$ cat config.mk
export PLATFORM = sky130hd
export DESIGN_NAME = cmp_result_monitor
export DESIGN_NICKNAME = d
export VERILOG_FILES = /design/src/rtl/cmp_result_monitor.sv
export SDC_FILE = /design/constraint.sdc
export NUM_CORES = 1
export LEC_CHECK = 0
export BUFFER_PORTS_ARGS = -buffer_cell sky130_fd_sc_hd__buf_2
export CAP_MARGIN = 20
export CORE_ASPECT_RATIO = 2
export CORE_MARGIN = 8
export CORE_UTILIZATION = 59
export CTS_CLUSTER_SIZE = 14
export DETAILED_ROUTE_END_ITERATION = 7
export GPL_ROUTABILITY_DRIVEN = 0
export PLACE_DENSITY = 0.83
export SLEW_MARGIN = 20
export SYNTH_ARGS = -nofsm -noshare
export SYNTH_HDL_FRONTEND = slang
export SYNTH_SLANG_ARGS = --single-unit
$ cat constraint.sdc
create_clock -name clk -period 3.7 [get_ports clk]
set_input_delay 0.74 -clock clk [delete_from_list [all_inputs] [get_ports clk]]
set_output_delay 0.74 -clock clk [all_outputs]
set_load 0.01 [all_outputs]
$ cat src/rtl/cmp_result_monitor.sv
// Comparator result monitor: per-kind saturating counters, run/streak tracking, sticky error.
// Optional strict one-hot checking of the flag vector is enabled by defining CMP_MON_ONEHOT_CHECK_EN.
module cmp_result_monitor #(
  parameter int unsigned STREAK_LEN = 3
) (
  input  logic       clk,
  input  logic       rst,
  input  logic       in_valid,
  input  logic       gt,
  input  logic       eq,
  input  logic       l,
  input  logic       clr,
  output logic [7:0] gt_cnt,
  output logic [7:0] eq_cnt,
  output logic [7:0] lt_cnt,
  output logic       streak,
  output logic [1:0] streak_kind,
  output logic       err
);

  localparam int unsigned CNT_W = 8;
  localparam int unsigned RUN_W = 4;
  localparam logic [CNT_W-1:0] CNT_MAX    = CNT_W'(255);
  localparam logic [RUN_W-1:0] RUN_MAX    = RUN_W'(15);
  localparam logic [RUN_W-1:0] STREAK_TGT = RUN_W'(STREAK_LEN);

  localparam logic [1:0] KIND_NONE = 2'b00;
  localparam logic [1:0] KIND_EQ   = 2'b01;
  localparam logic [1:0] KIND_GT   = 2'b10;
  localparam logic [1:0] KIND_LT   = 2'b11;

  typedef enum logic {
    IDLE = 1'b0,
    RUN  = 1'b1
  } state_t;

  state_t           state_q, state_d;
  logic [RUN_W-1:0] run_len_q, run_len_d;
  logic [1:0]       kind_q, kind_d;
  logic [CNT_W-1:0] gt_cnt_q, gt_cnt_d;
  logic [CNT_W-1:0] eq_cnt_q, eq_cnt_d;
  logic [CNT_W-1:0] lt_cnt_q, lt_cnt_d;
  logic             streak_q, streak_d;
  logic             err_q, err_d;

  logic             accept_c;
  logic             illegal_c;
  logic [1:0]       sample_kind_c;

  // Acceptance and illegal-vector qualification of the incoming flags
`ifdef CMP_MON_ONEHOT_CHECK_EN
  logic onehot_c;
  assign onehot_c  = ({gt, eq, l} == 3'b100) || ({gt, eq, l} == 3'b010) ||
                     ({gt, eq, l} == 3'b001);
  assign accept_c  = in_valid && onehot_c;
  assign illegal_c = in_valid && !onehot_c;
`else
  assign accept_c  = in_valid && (gt || eq || l);
  assign illegal_c = 1'b0;
`endif

  // Priority decode gt > eq > l; only matters for multi-hot vectors
  assign sample_kind_c = gt ? KIND_GT : (eq ? KIND_EQ : KIND_LT);

  function automatic logic [CNT_W-1:0] sat_inc(input logic [CNT_W-1:0] v);
    return (v == CNT_MAX) ? v : v + CNT_W'(1);
  endfunction

  always_comb begin
    state_d   = state_q;
    run_len_d = run_len_q;
    kind_d    = kind_q;
    gt_cnt_d  = gt_cnt_q;
    eq_cnt_d  = eq_cnt_q;
    lt_cnt_d  = lt_cnt_q;
    streak_d  = 1'b0;
    err_d     = err_q;

    if (clr) begin
      state_d   = IDLE;
      run_len_d = '0;
      kind_d    = KIND_NONE;
      gt_cnt_d  = '0;
      eq_cnt_d  = '0;
      lt_cnt_d  = '0;
      err_d     = 1'b0;
    end else if (illegal_c) begin
      state_d   = IDLE;
      run_len_d = '0;
      kind_d    = KIND_NONE;
      err_d     = 1'b1;
    end else if (accept_c) begin
      unique case (sample_kind_c)
        KIND_GT: gt_cnt_d = sat_inc(gt_cnt_q);
        KIND_EQ: eq_cnt_d = sat_inc(eq_cnt_q);
        default: lt_cnt_d = sat_inc(lt_cnt_q);
      endcase

      unique case (state_q)
        IDLE: begin
          state_d   = RUN;
          run_len_d = RUN_W'(1);
          kind_d    = sample_kind_c;
        end
        RUN: begin
          if (kind_q == sample_kind_c) begin
            // Saturating length means the target is crossed at most once per run
            if (run_len_q != RUN_MAX) begin
              run_len_d = run_len_q + RUN_W'(1);
              streak_d  = (run_len_q + RUN_W'(1)) == STREAK_TGT;
            end
          end else begin
            run_len_d = RUN_W'(1);
            kind_d    = sample_kind_c;
          end
        end
        default: state_d = IDLE;
      endcase
    end
  end

  always_ff @(posedge clk or posedge rst) begin
    if (rst) begin
      state_q   <= IDLE;
      run_len_q <= '0;
      kind_q    <= KIND_NONE;
      gt_cnt_q  <= '0;
      eq_cnt_q  <= '0;
      lt_cnt_q  <= '0;
      streak_q  <= 1'b0;
      err_q     <= 1'b0;
    end else begin
      state_q   <= state_d;
      run_len_q <= run_len_d;
      kind_q    <= kind_d;
      gt_cnt_q  <= gt_cnt_d;
      eq_cnt_q  <= eq_cnt_d;
      lt_cnt_q  <= lt_cnt_d;
      streak_q  <= streak_d;
      err_q     <= err_d;
    end
  end

  assign gt_cnt      = gt_cnt_q;
  assign eq_cnt      = eq_cnt_q;
  assign lt_cnt      = lt_cnt_q;
  assign streak      = streak_q;
  assign streak_kind = kind_q;
  assign err         = err_q;

endmodule

==> After elaboration in Yosys (flattened, before gate mapping) <==
Cells that the tools add are included.
{ "totals": {"output_inout_bits": 28, "ff_bits": 32, "wordCells": 68, "inputBits": 7} }
{ "classes": {"reduce_logical": 12, "mux": 30, "eq_ne": 14, "addsub": 4, "bitwise": 1} }
{ "ops": {"columns": ["operator", "count"], "rows": [
  ["2-to-1 mux 8 bit", 12],
  ["adder 8 x 1 -> 8 bit, second input constant", 3],
  ["equality test 8 bit, second input constant", 3],
  ["2-to-1 mux 4 bit", 4],
  ["2-to-1 mux 2 bit", 5],
  ["AND reduction 3 bit", 3],
  ["one-hot mux 4 bit (2 select lines)", 1],
  ["2-to-1 mux 1 bit", 7],
  ["!= test 2 bit, second input constant", 3],
  ["nonzero test 2 bit", 3],
  ["adder 4 x 1 -> 4 bit, second input constant", 1],
  ["equality test 4 x 2 -> 1 bit, second input constant", 1],
  ["!= test 4 x 3 -> 1 bit, second input constant", 1],
  ["!= test 4 bit, second input constant", 1],
  ["one-hot mux 2 bit (2 select lines)", 1],
  ["AND reduction 2 bit", 2],
  ["!= test 3 bit, second input constant", 1],
  ["equality test 2 x 1 -> 1 bit, second input constant", 1],
  ["equality test 2 bit", 1],
  ["equality test 2 bit, second input constant", 1],
  ["logical OR 1 bit", 2],
  ["!= test 2 x 1 -> 1 bit, second input constant", 1],
  ["OR reduction 2 bit", 1],
  ["logical AND 1 bit", 1],
  ["NOT 1 bit", 1]
]} }

==> Logic depth before layout (Yosys ltp) <==
Gate-level depths: netlist of the first run.
{ "logic_depth": {"depth_word": 7, "ltp_mapped": 6} }

==> Worst setup path before layout of the first run <==
Ideal clock, no wire load.
{ "synth_path": {"path_kind": "input to register", "startpoint": "input port gt", "endpoint": "register kind_q[0], in the netlist streak_kind[0]", "required_ns": 3.575, "cell_stages": 5, "slack_ns": 1.685, "setup_ns": 0.125, "path_buffers": 1, "arrival_time_ns": 1.889, "cell_sequence": "buf_6 -> and4bb_2 -> o311ai_4 -> and2_4 -> mux2_4"} }
{ "synth_via": {"elab_chain_cells": 5} }
{ "synth_lines": {"columns": ["element", "line", "text"], "rows": [
  ["start, declared", "9", "input logic gt,"],
  ["2-to-1 mux 2 bit or logical OR 1 bit (tied branches)", "63, 58", null],
  ["2-to-1 mux 2 bit or logical OR 1 bit (tied branches)", "106, 58", null],
  ["one-hot mux 2 bit (2 select lines) or logical AND 1 bit (tied branches)", "99, 58", null],
  ["2-to-1 mux 2 bit or nonzero test 2 bit (tied branches)", null, null],
  ["2-to-1 mux 2 bit or AND reduction 2 bit (tied branches)", null, null],
  ["end signal, assigned", "135", "kind_q <= kind_d;"],
  ["end, declared", "39", "logic [1:0] kind_q, kind_d;"]
]} }
Several ways; a longest one is shown, not always the timed one. The select of a mux whose other input is x is not followed.
A chain may end at the register's enable or synchronous reset.

==> Worst setup path in the final report of the first run <==
{ "layout_path": {"startpoint": "input port clr", "endpoint": "register eq_cnt_q[0], in the netlist eq_cnt[0]"} }
{ "layout_via": {"elab_chain_cells": 2} }
{ "layout_lines": {"columns": ["element", "line", "text"], "rows": [
  ["start, declared", "12", "input logic clr,"],
  ["!= test 2 bit (no line) or nonzero test 2 bit (tied branches)", null, null],
  ["AND reduction 3 bit (no line)", null, null],
  ["end signal, assigned", "137", "eq_cnt_q <= eq_cnt_d;"],
  ["end, declared", "41", "logic [CNT_W-1:0] eq_cnt_q, eq_cnt_d;"]
]} }
Several ways; a longest one is shown, not always the timed one.

==> results of run 1 <==
==> cells in the final DEF, fill, tap and decap left out, types with 3 or more instances in the layout <==
| cell type | Yosys | layout |
|---|---|---|
| or3_1 | 4 | 4 |
| nor2_1 | 17 | 17 |
| o21ai_0 | 10 | 10 |
| buf_2 | 1 | 33 |
| or4_1 | 5 | 5 |
| and3_1 | 3 | 3 |
| xor2_1 | 7 | 7 |
| nand3_1 | 7 | 7 |
| o31ai_1 | 5 | 5 |
| mux2_2 | 3 | 3 |
| nor3_1 | 4 | 4 |
| dfrtp_1 | 32 | 32 |
| ha_1 | 5 | 5 |
| clkbuf_8 | 0 | 5 |
| mux2i_1 | 3 | 3 |
| nand4_1 | 7 | 7 |
| inv_1 | 7 | 7 |
| nand2_1 | 7 | 7 |
| o211ai_1 | 3 | 3 |
| a21oi_1 | 12 | 12 |
==> worst min path at each step <==
stage               depth (start not counted)     end          from  slack (ns)
global route                                1  streak  run_len_q[3]        0.54
finish                                      1  streak  run_len_q[3]        0.51
floorplan                                   1  streak  run_len_q[3]        0.47
detailed placement                          1  streak  run_len_q[3]        0.50
global placement                            1  streak  run_len_q[3]        0.49
CTS                                         1  streak  run_len_q[3]        0.51
==> where the power goes <==
part           total [mW]  internal (mW)  switching (mW)
Clock               0.253          0.128           0.126
Sequential          0.383          0.365          0.0188
Combinational      0.0960         0.0411          0.0550
==> flip-flops by register name, indices dropped and copies added, names as in the netlist <==
| signal | count |
|---|---|
| eq_cnt | 8 |
| streak | 1 |
| streak_kind | 2 |
| state_q | 1 |
| run_len_q | 4 |
| gt_cnt | 8 |
| lt_cnt | 8 |
==> logic make-up (layout without fill, tap and decap cells) <==
| family | after synthesis | count (layout) | share of synthesized area (%) |
|---|---|---|---|
| flip-flops | 32 | 32 | 44.2 |
| other | 1 | 1 | 0.207 |
| XOR/XNOR | 7 | 7 | 3.38 |
| AND/OR/NAND/NOR | 73 | 73 | 24.1 |
| AO/OA/AOI/OAI | 42 | 42 | 15.9 |
| multiplexers | 8 | 8 | 5.18 |
| buffers and inverters | 13 | 48 | 3.59 |
| adder cells (fa/ha/maj) | 5 | 5 | 3.45 |
==> routing by layer <==
layer	vias to the layer above	share of wire, %	track usage, %
met5	-	0	0
met4	0	2.8	9.48
met3	12	6.5	4.72
met2	62	55	31.7
met1	743	36	20.0
li1	733	-	-
==> worst register-to-register path, cell delays in order, from the launching register on <==
cell	delay, ns
dfrtp_1	0.42
ha_1	0.26
nand4b_1	0.13
o22ai_1	0.71
mux2_2	0.42
==> per-stage QoR <==
step	worst slack, ns	hold slack, ns	util [%]
2_1_floorplan	1.69	0.468	-
3_3_place_gp	1.31	0.490	67.4
3_5_place_dp	1.17	0.498	67.4
4_1_cts	1.48	0.509	70.1
5_1_grt	1.24	0.542	70.1
6_report	1.46	0.511	70.1
==> area by class of cell <==
class | count | area, um2
timing repair buffer | 34 | 173
clock inverter | 1 | 5.00
sequential | 32 | 801
multi-input combinational | 136 | 947
clock buffer | 6 | 72.6
tap | 30 | 37.5
fill | 240 | 881
inverter | 7 | 26.3
==> flow_summary_export.csv, run 1 <==
group,metric,value,unit
outcome,outcome,"complete, no violations",
setup_path,slowest_delay,0.71,ns
global_routing,antenna_found_initial,0,
global_routing,grt-ovfl-total,0,
floorplanning,die_h,94.4,um
setup_path,crit_path_end,"eq_cnt[0]",
setup_path,r2r_setup_slack,1.66,ns
setup_path,startpoint,"clr",
clocking,ctsResizeCount,0,
global_routing,grt_pass1_wl,7.33,mm
clocking,cts.path.max_buffers,2,
timing,finalSetupViolCount,0,
timing,tns,0,ns
cells_and_area,syn_to_final_growth,13.7,%
route,dr.first_iter.drc_count,35,
yosys,synth_seq_cells,32,
power_and_ir_drop,p_per_area,355,mW/mm2
clocking,cts_tree,"done",
flow_run,cap_violations,0,
cells_and_area,postLayoutCellArea,0.00206,mm2
floorplanning,rows,28,
clocking,htree_levels,2,
setup_path,crit_family,"compound AO/OA/AOI/OAI gates",
global_routing,grt_start_max_net_pins,34,
timing,hold_viol_final,0,
floorplanning,initial_core_util,61.6,%
clocking,cts.sinks,32,
setup_path,crit_fanout,33,
setup_path,worstPathArrival,2.41,ns
yosys,yosysTopAreaCellShare,44.2,%
route,avgViaCountPerCell,6.30,
setup_path,cp_cell_sequence,"buf_2 > nand4b_1 > o22ai_1 > mux2_2",
cells_and_area,layout-drive-gt1-share,26.4,%
timing,skew,0.00679,ns
yosys,syn-cell-area,0.00181,mm2
yosys,synth_area_leaders,"dfrtp_1, nor2_1, ha_1",
setup_path,cp_slowest_cell,"o22ai_1",
floorplanning,die_w,55.2,um
cells_and_area,final_nets,228,
setup_path,r2r-start,"eq_cnt[0]",
floorplanning,num_io_pins,35,
route,drcViolationCount,0,
yosys,synth_fp_nets,193,
clocking,root_buffer,"clkbuf_8",
floorplanning,core_area,0.00294,mm2
setup_path,cp-start-kind,"primary input",
global_routing,grt_pass1_vias,1606,
timing,relSlewSlack,38.8,%
placed_design,port_buffers,33,
worst_hold_path,holdCritPathClass,"flop to flop",
timing,max_freq,447,MHz
route,antenna_left,0,
timing,period_share,60.5,%
yosys,yosysUniqueCellTypes,49,
placed_design,numPlacedInstances,239,
clocking,cts_hold_buf,0,
floorplanning,dieArea,0.00521,mm2
clocking,worstSkewPairLatency,0.29,ns
setup_path,worstSetupEndpointType,"flop",
yosys,synth_commonest_cells,"dfrtp_1, nor2_1, a21oi_1, o21ai_0",
yosys,synth.yosys.seq_area_share,44.2,%
power_and_ir_drop,power.total,0.733,mW
cells_and_area,num_antenna_cells,0,
timing,worstMarginPinSlew,0.918,ns
yosys,synth_top_area_cell,"dfrtp_1",
setup_path,r2r-end,"eq_cnt[0]",
yosys,yosysMostFrequentCell,"dfrtp_1",
clocking,cts_buffers,5,
yosys,synth-async-reset-ratio,100,%
clocking,cts_setup_buffers,0,
yosys,synth_area_per_cell,10.0,um2
timing,period_needed,2.24,ns
global_routing,grtUsageTotal,18.7,%
route,post_drt_wl_per_cell,18.0,um
setup_path,reg2regPathDepth,4,
clocking,path_clk_slew,0.07,ns
route,first_pass_iters,5,
placed_design,dp.final_hpwl,3.21,mm
yosys,yosys_most_used_dff,"dfrtp_1",
power_and_ir_drop,p_leak,1.00,nW
cells_and_area,final_cells,246,
timing,rsz0062_at_grt,"no",
timing,final_max_slew_viol_count,0,
setup_path,crit_buf_inv,1,
setup_path,cp_num_cells,4,
yosys,synth_edf_count,0,
route,routed_wl,4.43,mm
placed_design,post_dp_cell_area,0.00198,mm2
route,vias,1550,
yosys,ys_warn_count,0,
yosys,netlist_instances,181,
setup_path,cp.required,3.87,ns
setup_path,worstSetupPathType,"primary input to flop",
power_and_ir_drop,vdd_drop_max,0.324,mV
Note: power is estimated with default switching activity, not from simulation.
==> inputs of run 2 (changes only) <==
--- a/config.mk
+++ b/config.mk
@@ -9,11 +9,11 @@
 export CAP_MARGIN = 20
 export CORE_ASPECT_RATIO = 2
 export CORE_MARGIN = 8
-export CORE_UTILIZATION = 59
+export CORE_UTILIZATION = 49
 export CTS_CLUSTER_SIZE = 14
 export DETAILED_ROUTE_END_ITERATION = 7
 export GPL_ROUTABILITY_DRIVEN = 0
-export PLACE_DENSITY = 0.83
+export PLACE_DENSITY = 0.74
 export SLEW_MARGIN = 20
 export SYNTH_ARGS = -nofsm -noshare
 export SYNTH_HDL_FRONTEND = slang
==> constraint.sdc (replaced) <==
create_clock -name clk -period 1.89 [get_ports clk]
set_input_delay 0.378 -clock clk [delete_from_list [all_inputs] [get_ports clk]]
set_output_delay 0.378 -clock clk [all_outputs]
set_load 0.01 [all_outputs]
==> run 2 against run 1 <==
Against the previous run:
- sequential power up 96%
- sequential share of layout area is 1.9 points lower
- critical endpoint is now eq_cnt[5]
- clock power grew to 2.5 times the previous value
- highest routed layer unchanged
- register-to-register slack lost 1.5 ns
==> flow_summary_export.csv, run 2 (same netlist as run 1, synthesis figures left out) <==
group,metric,value,unit
clocking,ctsResizeCount,0,
cells_and_area,layout-drive-gt1-share,29.0,%
route,first_pass_iters,4,
setup_path,worstPathArrival,1.92,ns
setup_path,startpoint,"eq_cnt[0]",
timing,rsz0062_at_grt,"no",
clocking,htree_levels,2,
setup_path,cp-start-kind,"flop",
placed_design,dp.final_hpwl,3.21,mm
placed_design,numPlacedInstances,265,
clocking,cts_buffers,5,
timing,hold_viol_final,0,
flow_run,cap_violations,0,
timing,period_needed,1.72,ns
setup_path,r2r-end,"eq_cnt[5]",
cells_and_area,syn_to_final_growth,19.6,%
setup_path,cp_slowest_cell,"or4_1",
floorplanning,dieArea,0.00602,mm2
setup_path,cp_num_cells,6,
cells_and_area,postLayoutCellArea,0.00217,mm2
route,antenna_left,0,
floorplanning,rows,31,
setup_path,worstSetupEndpointType,"flop",
clocking,cts_tree,"done",
cells_and_area,final_cells,273,
floorplanning,die_h,102,um
worst_hold_path,holdCritPathClass,"primary input to asynchronous set/reset pin",
clocking,root_buffer,"clkbuf_8",
outcome,outcome,"complete, no violations",
timing,max_freq,583,MHz
floorplanning,num_io_pins,35,
setup_path,reg2regPathDepth,6,
floorplanning,die_w,59.0,um
setup_path,r2r-start,"eq_cnt[0]",
route,post_drt_wl_per_cell,15.7,um
global_routing,antenna_found_initial,0,
timing,hold_slack,0.161,ns
global_routing,grtUsageTotal,15.6,%
setup_path,crit_buf_inv,1,
placed_design,post_dp_cell_area,0.00206,mm2
power_and_ir_drop,p_per_area,734,mW/mm2
timing,setup_ws,0.175,ns
clocking,worstSkewPairLatency,0.29,ns
setup_path,r2r_setup_slack,0.17,ns
clocking,cts_hold_buf,0,
floorplanning,initial_core_util,50.8,%
route,vias,1567,
timing,period_share,90.8,%
route,drcViolationCount,0,
clocking,cts_setup_buffers,0,
setup_path,cp_cell_sequence,"ha_1 > nand4b_1 > o22ai_1 > buf_4 > or4_1 > a21oi_1",
setup_path,cp.required,2.10,ns
setup_path,crit_path_end,"eq_cnt[5]",
cells_and_area,num_antenna_cells,0,
power_and_ir_drop,p_leak,1.05,nW
timing,final_max_slew_viol_count,0,
global_routing,grt_pass1_wl,7.27,mm
clocking,cts.sinks,32,
route,avgViaCountPerCell,5.74,
global_routing,grt_pass1_vias,1661,
cells_and_area,final_nets,235,
clocking,cts.path.max_buffers,2,
route,dr.first_iter.drc_count,18,
clocking,path_clk_slew,0.07,ns
global_routing,grt_start_max_net_pins,33,
global_routing,grt-ovfl-total,0,
setup_path,crit_fanout,15,
floorplanning,core_area,0.00357,mm2
power_and_ir_drop,vdd_drop_max,0.529,mV
route,routed_wl,4.29,mm
setup_path,worstSetupPathType,"flop to flop",
cells_and_area,layout_common_cells,"buf_2, dfrtp_1, nor2_1",
timing,tns,0,ns
setup_path,slowest_delay,0.47,ns
cells_and_area,final_common_cell,"buf_2",
setup_path,crit_family,"simple AND/OR/NAND/NOR gates",
placed_design,post-place-ws,0.149,ns
timing,finalSetupViolCount,0,
timing,skew,0.00501,ns
placed_design,port_buffers,33,
-- run 2: cell count changes in the layout (fill, tap and decap cells not counted), sizes merged --
cell	delta
buf	+7
bufinv	+1
-- run 2: routing by layer --
layer  GRT usage (%)  wire length (um)
met1            14.7              1600
met2            28.8              2360
met3            3.91               214
met4            8.91               114
met5               0                 0
-- run 2: final cells by class --
class / instances / area, um2
tap: 49 / 61.3
timing repair buffer: 41 / 225
inverter: 7 / 26.3
multi-input combinational: 136 / 947
fill: 362 / 1400
sequential: 32 / 801
clock buffer: 6 / 72.6
clock inverter: 2 / 35.0
-- run 2: tightest hold or removal path: cells and delay by family --
kind | cells | cell delay [ns]
buffers and inverters | 3 | 0.49
-- run 2: where the power goes --
part / switching, mW / internal, mW
Sequential: 0.0377 / 0.713
Combinational: 0.106 / 0.0889
Clock: 0.254 / 0.391
Total: 0.398 / 1.19
-- run 2: per-stage QoR --
| stage | utilization, % | power (mW) |
|---|---|---|
| after floorplan | - | 0.884 |
| after global placement | 57.7 | 0.953 |
| after detailed placement | 57.7 | 0.961 |
| after CTS | 60.8 | 1.61 |
| after global routing | 60.8 | 1.66 |
| final | 60.8 | 1.59 |
-- run 2: worst min-delay path by stage --
stage | slack [ns] | start | end | cells past startpoint
2_1_floorplan | 0.47 | run_len_q[3] | streak | 1
3_3_place_gp | 0.48 | rst | gt_cnt[3] | 3
3_5_place_dp | 0.48 | rst | gt_cnt[3] | 3
4_1_cts | 0.17 | rst | gt_cnt[3] | 3
5_1_grt | 0.20 | rst | gt_cnt[5] | 3
6_report | 0.16 | rst | gt_cnt[3] | 3
==> inputs of run 3 (changes only) <==
--- a/config.mk
+++ b/config.mk
@@ -10,6 +10,7 @@
 export CORE_ASPECT_RATIO = 2
 export CORE_MARGIN = 8
 export CORE_UTILIZATION = 49
+export CTS_BUF_LIST = sky130_fd_sc_hd__clkbuf_4 sky130_fd_sc_hd__clkbuf_8 sky130_fd_sc_hd__clkbuf_16
 export CTS_CLUSTER_SIZE = 14
 export DETAILED_ROUTE_END_ITERATION = 7
 export GPL_ROUTABILITY_DRIVEN = 0
==> run 3 against run 2 <==
Against the previous run:
- wire length hardly changed
- critical endpoint unchanged
- non-clock buffer count is the same
- cell area up 0.17%
- largest power group unchanged
- hold slack hardly changed
==> flow_summary_export.csv, run 3 (same netlist as run 1, synthesis figures left out) <==
group,metric,value,unit
outcome,outcome,"complete, no violations",
setup_path,cp.required,2.10,ns
floorplanning,die_h,102,um
timing,final_max_slew_viol_count,0,
power_and_ir_drop,p_leak,1.06,nW
placed_design,port_buffers,33,
timing,period_needed,1.72,ns
timing,tns,0,ns
global_routing,grt-ovfl-total,0,
cells_and_area,syn_to_final_growth,19.8,%
route,routed_wl,4.29,mm
global_routing,grt_pass1_wl,7.27,mm
timing,skew,0.00482,ns
flow_run,cap_violations,0,
floorplanning,core_area,0.00357,mm2
timing,finalSetupViolCount,0,
setup_path,worstPathArrival,1.92,ns
clocking,cts_setup_buffers,0,
route,post_drt_wl_per_cell,15.7,um
floorplanning,num_io_pins,35,
timing,rsz0062_at_grt,"no",
setup_path,cp-start-kind,"flop",
cells_and_area,final_common_cell,"buf_2",
clocking,cts_buffers,5,
cells_and_area,final_cells,273,
route,avgViaCountPerCell,5.69,
clocking,ctsResizeCount,0,
floorplanning,rows,31,
global_routing,grt_pass1_vias,1661,
route,dr.first_iter.drc_count,17,
clocking,worstSkewPairLatency,0.29,ns
clocking,htree_levels,2,
global_routing,grt_start_max_net_pins,33,
floorplanning,die_w,59.0,um
setup_path,crit_fanout,15,
power_and_ir_drop,power.total,1.61,mW
placed_design,numPlacedInstances,265,
clocking,cts.sinks,32,
cells_and_area,num_antenna_cells,0,
clocking,cts.path.max_buffers,2,
route,antenna_left,0,
cells_and_area,layout_common_cells,"buf_2, dfrtp_1, nor2_1",
placed_design,post_dp_cell_area,0.00206,mm2
placed_design,dp.final_hpwl,3.21,mm
setup_path,r2r-end,"eq_cnt[5]",
power_and_ir_drop,p_per_area,739,mW/mm2
timing,max_freq,583,MHz
cells_and_area,layout-drive-gt1-share,29.5,%
clocking,root_buffer,"clkbuf_8",
cells_and_area,postLayoutCellArea,0.00217,mm2
setup_path,r2r_setup_slack,0.17,ns
setup_path,r2r-start,"eq_cnt[0]",
clocking,path_clk_slew,0.07,ns
route,first_pass_iters,4,
setup_path,worstSetupPathType,"flop to flop",
setup_path,reg2regPathDepth,6,
global_routing,antenna_found_initial,0,
floorplanning,dieArea,0.00602,mm2
clocking,cts_tree,"done",
cells_and_area,final_nets,235,
worst_hold_path,holdCritPathClass,"primary input to asynchronous set/reset pin",
power_and_ir_drop,vdd_drop_max,0.550,mV
setup_path,worstSetupEndpointType,"flop",
floorplanning,initial_core_util,50.8,%
route,vias,1553,
cells_and_area,nFillCells,360,
global_routing,grtUsageTotal,15.6,%
route,drcViolationCount,0,
timing,period_share,90.8,%
timing,hold_viol_final,0,
clocking,cts_hold_buf,0,
run 3: metrics by stage:
stage / worst slack (ns) / util (%) / hold slack, ns
2_1_floorplan: 0.237 / - / 0.468
3_3_place_gp: 0.194 / 57.7 / 0.479
3_5_place_dp: 0.149 / 57.7 / 0.483
4_1_cts: 0.161 / 60.9 / 0.174
5_1_grt: 0.0718 / 60.9 / 0.204
6_report: 0.175 / 60.9 / 0.161
run 3: final cells by class:
| cell class | count | area (um2) | share of cell area [%] |
|---|---|---|---|
| clock buffers | 6 | 76.3 | 3.51 |
| clock inverters | 2 | 35.0 | 1.61 |
| inverters | 7 | 26.3 | 1.21 |
| multi-input cells | 136 | 947 | 43.6 |
| flip-flops and latches | 32 | 801 | 36.9 |
| well taps | 49 | 61.3 | 2.82 |
| repair buffers | 41 | 225 | 10.4 |
run 3: where the power goes:
part	switching, mW	internal (mW)
Sequential	0.0376	0.713
Clock	0.254	0.405
Combinational	0.106	0.0889
run 3: routing by layer:
| layer | part of all wire [%] | wire length, um | GRT usage (%) |
|---|---|---|---|
| met4 | 2.7 | 114 | 8.91 |
| met3 | 4.9 | 211 | 3.91 |
| met5 | 0 | 0 | 0 |
| met1 | 38 | 1620 | 14.7 |
| met2 | 55 | 2340 | 28.8 |
run 3: worst max-delay path, cell delays in order (launching register included):
cell and delay, ns:
dfrtp_1 0.42, ha_1 0.23, nand4b_1 0.10, o22ai_1 0.07, buf_4 0.19, or4_1 0.47
a21oi_1 0.17
run 3: worst max path at each step:
| stage | from | to | slack (ns) | depth (start not counted) |
|---|---|---|---|---|
| after floorplan | gt | streak_kind[0] | 0.24 | 5 |
| after global placement | gt | streak_kind[0] | 0.19 | 5 |
| after detailed placement | gt | eq_cnt[5] | 0.15 | 6 |
| after CTS | eq_cnt[0] | eq_cnt[5] | 0.16 | 6 |
| after global routing | lt_cnt[0] | lt_cnt[1] | 0.07 | 5 |
| final | eq_cnt[0] | eq_cnt[5] | 0.17 | 6 |
